[src/rtl/riscv_cpu_pkg.sv]
// Shared core definitions used by the data-memory arbiter and its ID FIFO.
package riscv_cpu_pkg;

  // Number of requesters sharing the data-memory port.
  localparam int unsigned NUM_DMEM_MASTERS = 2;

  // Native core data-path width carried by the request bundle.
  localparam int unsigned DMEM_XLEN = 32;

  // Master identifiers; the value is also the index into the per-master ports.
  typedef enum logic {
    DMEM_DBG = 1'b0,
    DMEM_LSU = 1'b1
  } dmem_master_e;

  // One master's request fields, bundled so the mux selects a single value.
  typedef struct packed {
    logic [DMEM_XLEN-1:0] addr;
    logic                 we;
    logic [3:0]           be;
    logic [DMEM_XLEN-1:0] wdata;
  } dmem_req_t;

  // Arbiter selection state: free to arbitrate, or held on an ungranted request.
  typedef enum logic {
    ARB_OPEN = 1'b0,
    ARB_HOLD = 1'b1
  } arb_state_e;

endpackage

[src/rtl/dmem_id_fifo.sv]
// Small synchronous FIFO that records the owner of each outstanding
// memory transaction, oldest first.
module dmem_id_fifo #(
  parameter int unsigned DEPTH = 2,
  parameter int unsigned WIDTH = 1,
  localparam int unsigned PTR_W = (DEPTH > 1) ? $clog2(DEPTH) : 1,
  localparam int unsigned CNT_W = $clog2(DEPTH + 1)
) (
  input  logic             clk_i,
  input  logic             rst_i,
  input  logic             push,
  input  logic [WIDTH-1:0] push_data,
  input  logic             pop,
  output logic [WIDTH-1:0] head,
  output logic [CNT_W-1:0] count
);

  logic [WIDTH-1:0] mem [DEPTH];
  logic [PTR_W-1:0] wr_ptr;
  logic [PTR_W-1:0] rd_ptr;

  // Storage is not reset; validity is tracked by count alone.
  always_ff @(posedge clk_i) begin
    if (push) begin
      mem[wr_ptr] <= push_data;
    end
  end

  // Pointers wrap modulo DEPTH, which need not be a power of two.
  always_ff @(posedge clk_i) begin
    if (rst_i) begin
      wr_ptr <= '0;
      rd_ptr <= '0;
    end else begin
      if (push) begin
        wr_ptr <= (wr_ptr == PTR_W'(DEPTH - 1)) ? '0 : wr_ptr + 1'b1;
      end
      if (pop) begin
        rd_ptr <= (rd_ptr == PTR_W'(DEPTH - 1)) ? '0 : rd_ptr + 1'b1;
      end
    end
  end

  // Occupancy; a simultaneous push and pop leaves it unchanged.
  always_ff @(posedge clk_i) begin
    if (rst_i) begin
      count <= '0;
    end else begin
      case ({push, pop})
        2'b10:   count <= count + 1'b1;
        2'b01:   count <= count - 1'b1;
        default: count <= count;
      endcase
    end
  end

  assign head = mem[rd_ptr];

endmodule

[src/rtl/data_mem_arbiter.sv]
// Round-robin arbiter sharing the data-memory port between the debug/DMA
// port (master 0) and the load/store unit (master 1). Responses are routed
// back in order using a FIFO of transaction owners.
//
// state    | meaning
// ARB_OPEN | no pending ungranted request; selection follows round-robin
// ARB_HOLD | a request is waiting for grant; selection pinned to lock_id
module data_mem_arbiter
  import riscv_cpu_pkg::*;
#(
  parameter int unsigned DATA_WIDTH      = 32,
  parameter int unsigned MAX_OUTSTANDING = 2
) (
  input  logic                                        clk_i,
  input  logic                                        rst_i,
  input  logic [NUM_DMEM_MASTERS-1:0]                 m_req_i,
  output logic [NUM_DMEM_MASTERS-1:0]                 m_gnt_o,
  output logic [NUM_DMEM_MASTERS-1:0]                 m_rvalid_o,
  input  logic [NUM_DMEM_MASTERS-1:0][DATA_WIDTH-1:0] m_addr_i,
  input  logic [NUM_DMEM_MASTERS-1:0]                 m_we_i,
  input  logic [NUM_DMEM_MASTERS-1:0][3:0]            m_be_i,
  input  logic [NUM_DMEM_MASTERS-1:0][DATA_WIDTH-1:0] m_wdata_i,
  output logic [DATA_WIDTH-1:0]                       m_rdata_o,
  output logic                                        data_req_o,
  input  logic                                        data_gnt_i,
  input  logic                                        data_rvalid_i,
  output logic [DATA_WIDTH-1:0]                       data_addr_o,
  output logic                                        data_we_o,
  output logic [3:0]                                  data_be_o,
  output logic [DATA_WIDTH-1:0]                       data_wdata_o,
  input  logic [DATA_WIDTH-1:0]                       data_rdata_i,
  output logic                                        err_o
);

  localparam int unsigned CNT_W = $clog2(MAX_OUTSTANDING + 1);

  arb_state_e   state_q, state_d;
  dmem_master_e lock_id_q, lock_id_d;
  dmem_master_e rr_last_q;
  dmem_master_e sel;
  logic         full;
  logic         handshake;
  logic         pop;
  logic         err_q;
  logic [0:0]   fifo_head;
  logic [CNT_W-1:0] count;

  dmem_req_t [NUM_DMEM_MASTERS-1:0] bundle;
  dmem_req_t                        sel_bundle;

  // Pack each master's request fields into the core-width bundle.
  for (genvar i = 0; i < NUM_DMEM_MASTERS; i++) begin : g_bundle
    assign bundle[i].addr  = DMEM_XLEN'(m_addr_i[i]);
    assign bundle[i].we    = m_we_i[i];
    assign bundle[i].be    = m_be_i[i];
    assign bundle[i].wdata = DMEM_XLEN'(m_wdata_i[i]);
  end

  // Issue gating depends only on registered occupancy, so rvalid never
  // reaches data_req_o combinationally.
  assign full = (count == CNT_W'(MAX_OUTSTANDING));

  // Selection, request issue and hold-state transitions.
  always_comb begin
    state_d   = state_q;
    lock_id_d = lock_id_q;
    sel       = DMEM_DBG;
    if (state_q == ARB_HOLD) begin
      sel = lock_id_q;
    end else if (&m_req_i) begin
      sel = (rr_last_q == DMEM_LSU) ? DMEM_DBG : DMEM_LSU;
    end else if (m_req_i[DMEM_LSU]) begin
      sel = DMEM_LSU;
    end
    data_req_o = m_req_i[sel] & ~full;
    handshake  = data_req_o & data_gnt_i;
    if (data_req_o && !data_gnt_i) begin
      state_d   = ARB_HOLD;
      lock_id_d = sel;
    end else begin
      state_d = ARB_OPEN;
    end
  end

  // Hold state, lock owner, round-robin pointer and sticky error.
  always_ff @(posedge clk_i) begin
    if (rst_i) begin
      state_q   <= ARB_OPEN;
      lock_id_q <= DMEM_DBG;
      rr_last_q <= DMEM_LSU;
      err_q     <= 1'b0;
    end else begin
      state_q   <= state_d;
      lock_id_q <= lock_id_d;
      if (handshake) begin
        rr_last_q <= sel;
      end
      if (data_rvalid_i && (count == '0)) begin
        err_q <= 1'b1;
      end
    end
  end

  // Grant goes only to the selected master; responses go to the FIFO head.
  always_comb begin
    m_gnt_o    = '0;
    m_rvalid_o = '0;
    m_gnt_o[sel]       = handshake;
    m_rvalid_o[fifo_head] = pop;
  end

  assign pop = data_rvalid_i & (count != '0);

  dmem_id_fifo #(
    .DEPTH (MAX_OUTSTANDING),
    .WIDTH (1)
  ) u_id_fifo (
    .clk_i     (clk_i),
    .rst_i     (rst_i),
    .push      (handshake),
    .push_data (sel),
    .pop       (pop),
    .head      (fifo_head),
    .count     (count)
  );

  assign sel_bundle   = bundle[sel];
  assign data_addr_o  = DATA_WIDTH'(sel_bundle.addr);
  assign data_we_o    = sel_bundle.we;
  assign data_be_o    = sel_bundle.be;
  assign data_wdata_o = DATA_WIDTH'(sel_bundle.wdata);
  assign m_rdata_o    = data_rdata_i;
  assign err_o        = err_q;

endmodule

[config.mk]
export PLATFORM = sky130hd
export DESIGN_NAME = data_mem_arbiter
export DESIGN_NICKNAME = d
export VERILOG_FILES = /design/src/rtl/riscv_cpu_pkg.sv /design/src/rtl/dmem_id_fifo.sv /design/src/rtl/data_mem_arbiter.sv
export SDC_FILE = /design/constraint.sdc
export NUM_CORES = 1
export LEC_CHECK = 0
export BUFFER_PORTS_ARGS = -buffer_cell sky130_fd_sc_hd__clkbuf_2
export CORE_AREA = 2 2 108 110
export CTS_BUF_LIST = sky130_fd_sc_hd__clkbuf_8 sky130_fd_sc_hd__clkbuf_16
export DETAILED_ROUTE_END_ITERATION = 8
export DIE_AREA = 0 0 110 112
export PLACE_DENSITY = 0.56
export REMOVE_ABC_BUFFERS = 1
export SYNTH_ARGS = -nofsm -noshare
export SYNTH_HDL_FRONTEND = slang
export SYNTH_HIERARCHICAL = 1
export SYNTH_SLANG_ARGS = --single-unit
[constraint.sdc]
create_clock -name clk_i -period 3.2 [get_ports clk_i]
set_input_delay 0.64 -clock clk_i [delete_from_list [all_inputs] [get_ports clk_i]]
set_output_delay 0.64 -clock clk_i [all_outputs]
set_load 0.03 [all_outputs]
==> summary.md <==
| Metric | Value |
|---|---|
| Status | `completed` |
| Die height | `112 um` |
| GP Congestion | `0.725` |
| CTS Root Buffer Type | `clkbuf_16` |
| Final worst path period need | `around 2.7 ns` |
| Post-synth EDFFs | `2` |
| RSZ-0062 raised after global routing | `false` |
| Initial antenna violation count | `0` |
| Worst skew pair latency | `between 0.2 and 0.25 ns` |
| Crit. End Element | `output pin` |
| # diodes | `0` |
| Crit share post-route | `83.8%` |
| Critical Path RT | `around 2.6 ns` |
| TritonRoute pass-1 iters | `4` |
| Fmax achieved | `roughly 370 MHz` |
| ANT nets after route | `0` |
| Register-to-Register Path Depth | `6` |
| DRC Markers | `0` |
| Synth Instances | `around 160` |
| Nets | `roughly 520` |
| Async SR Flop Fraction | `0%` |
| Wire per inst | `between 15 and 20 um` |
| Die Area | `12300 um2` |
| Final setup viols | `0` |
| Die Wd | `around 110 um` |
| Total vias in the final route | `approximately 2000` |
| Synthesized area | `between 1500 and 2000 um2` |
| Unique masters post-synth | `27` |
| GRT Total Usage | `about 14%` |
| First-iteration detailed-routing DRC count | `42` |
| Critical Path Fanout Max | `24` |
| Most frequent cells in the layout | `218 x clkbuf_2, 65 x mux2_2, 10 x nor2_1` |
| Hold Crit Depth | `2` |
| Pwr per Cell Area | `450 nW/um2` |
| Syn-to-layout area delta | `69.2%` |
| Syn_area_per_cell | `between 9 and 10 um2` |
| Setup bufs post-CTS | `0` |
| DP Area | `~2600 um2` |
| I/O Pins | `283` |
| Slew Viols, Final | `0` |
| CTS Buf Count | `3` |
| Core ar. | `11200 um2` |
| Most common cell after layout, fill and taps aside | `clkbuf_2` |
| Routed wire length | `9.43 mm` |
| Vias per cell | `~4` |
| CTS Buffer Depth | `2` |
| Largest net degree at the start of global routing | `between 40 and 50` |
| Clk pin slew, worst setup/hold paths | `about 0.04 ns` |
| Post-cts sizing count | `0` |
| Synth Flop Type | `dfxtp_1` |
| Gr ovfl total | `0` |
| CTS tree | `done` |
| DP HPWL | `about 8.6 mm` |
| Share of layout cells above drive strength 1 | `approximately 84%` |
| YS warnings | `6` |
| Worst Clk Skew | `0.00120 ns` |
| Post-synthesis sequential area ratio | `15.3%` |
| Startpoint types | `input pin` |
| Cts-stage hold buffer count | `0` |
| Transition time at the pin with the least slew margin | `between 0.3 and 0.4 ns` |
| H-Tree Depth | `1` |
| Hold Path Class | `reg -> reg` |
| Maxcap violations | `0` |
| Design Area, Final | `2660 um2` |
| Starting density of the core | `between 10% and 20%` |
| Maximum VDD drop | `between 0.2 and 0.25 mV` |
| PortBufs | `218` |
| Leakage | `about 0.0015 uW` |
| Kind of critical path | `in -> out` |
| Slew margin rel. | `between 70% and 80%` |
| Final Hold Vio Count | `0` |
| Arrival @ worst endpoint | `just over 2 ns` |
| Number of global-route vias before repair | `about 2000` |
| Core Rows | `39` |
| Utilization after layout | `a little under a quarter` |
| Register bit total from synthesis | `11` |
| Global-route wire length before repair | `12.2 mm` |
| Fillers | `1231` |
| Total clock sinks | `11` |
layout make-up:
cell class	count	area, um2	area share (%)
Clock buffer	3	75.1	2.83
Clock inverter	1	3.75	0.141
Inverter	3	11.3	0.424
Multi-Input combinational cell	106	1030	38.7
Sequential cell	11	240	9.05
Tap cell	143	179	6.74
Timing Repair Buffer	220	1120	42.1
cells in the mapped netlist (2+ instances only):
cell | n | share of area (%)
nor2_1 | 10 | 2.4
edfxtp_1 | 2 | 3.8
dfxtp_1 | 9 | 11
nor2b_1 | 3 | 1.2
buf_4 | 38 | 18
and2_1 | 3 | 1.2
mux2_2 | 65 | 47
a21oi_1 | 2 | 0.64
inv_1 | 3 | 0.72
mux2_1 | 5 | 3.6
xnor2_1 | 3 | 1.7
kinds of logic after synthesis:
| group | share of synthesized area (%) |
|---|---|
| xor gates and xnor gates | 2.23 |
| adders and majority gates | 0.797 |
| muxes | 50.9 |
| AOI/OAI and AO/OA | 4.63 |
| and+or+nand+nor | 6.94 |
| DFF | 15.3 |
| buffers and inverters | 19.2 |
per-layer routing:
| layer | part of all wire, % | track usage (%) | up-vias |
|---|---|---|---|
| met2 | 37 | 18.8 | 200 |
| met4 | 0.47 | 1.60 | 2 |
| li1 | - | - | 897 |
| met1 | 45 | 19.1 | 853 |
| met3 | 17 | 9.72 | 8 |
| met5 | 0.87 | 5.88 | - |
per-stage QoR:
stage          setup slack (ns)  power [uW]  setup TNS (ns)  cells  hold WS [ns]
6_report                  0.519        1200               0    487         0.483
5_1_grt                   0.447        1270               0    487         0.535
4_1_cts                   0.516        1210               0    487         0.495
3_5_place_dp              0.527         985               0    483         0.481
3_3_place_gp              0.570         976               0    483         0.464
2_1_floorplan            -0.750         712          -52.51    120         0.466
worst paths after layout:
| path | start | endpoint | slack (ns) |
|---|---|---|---|
| min | err_o | err_o | 0.48 |
| max reg2reg | state_q | u_id_fifo/count[1] | 1.16 |
| min reg2reg | err_o | err_o | 0.48 |
| max | m_req_i[1] | data_addr_o[25] | 0.52 |
power by group:
group | internal (uW) | leakage [uW] | switching [uW]
clock | 163 | 0.0000423 | 56.3
combinational | 307 | 0.00132 | 467
sequential | 178 | 0.0000931 | 23.9
total | 648 | 0.00146 | 547
critical path: stages:
cell      delay (ns)
clkbuf_2        0.11
nor2b_1         0.14
a22oi_2         0.20
buf_4           0.36
mux2_2          0.39
clkbuf_2        0.19
state kept, by name (all words and copies together), names as in the netlist, named ones only:
name              cells
rr_last_q             1
lock_id_q             1
err_o                 1
u_id_fifo/wr_ptr      1
state_q               1
u_id_fifo/rd_ptr      1
u_id_fifo/count       2
u_id_fifo/mem         2
No activity file was read; power rests on OpenSTA's default activity.
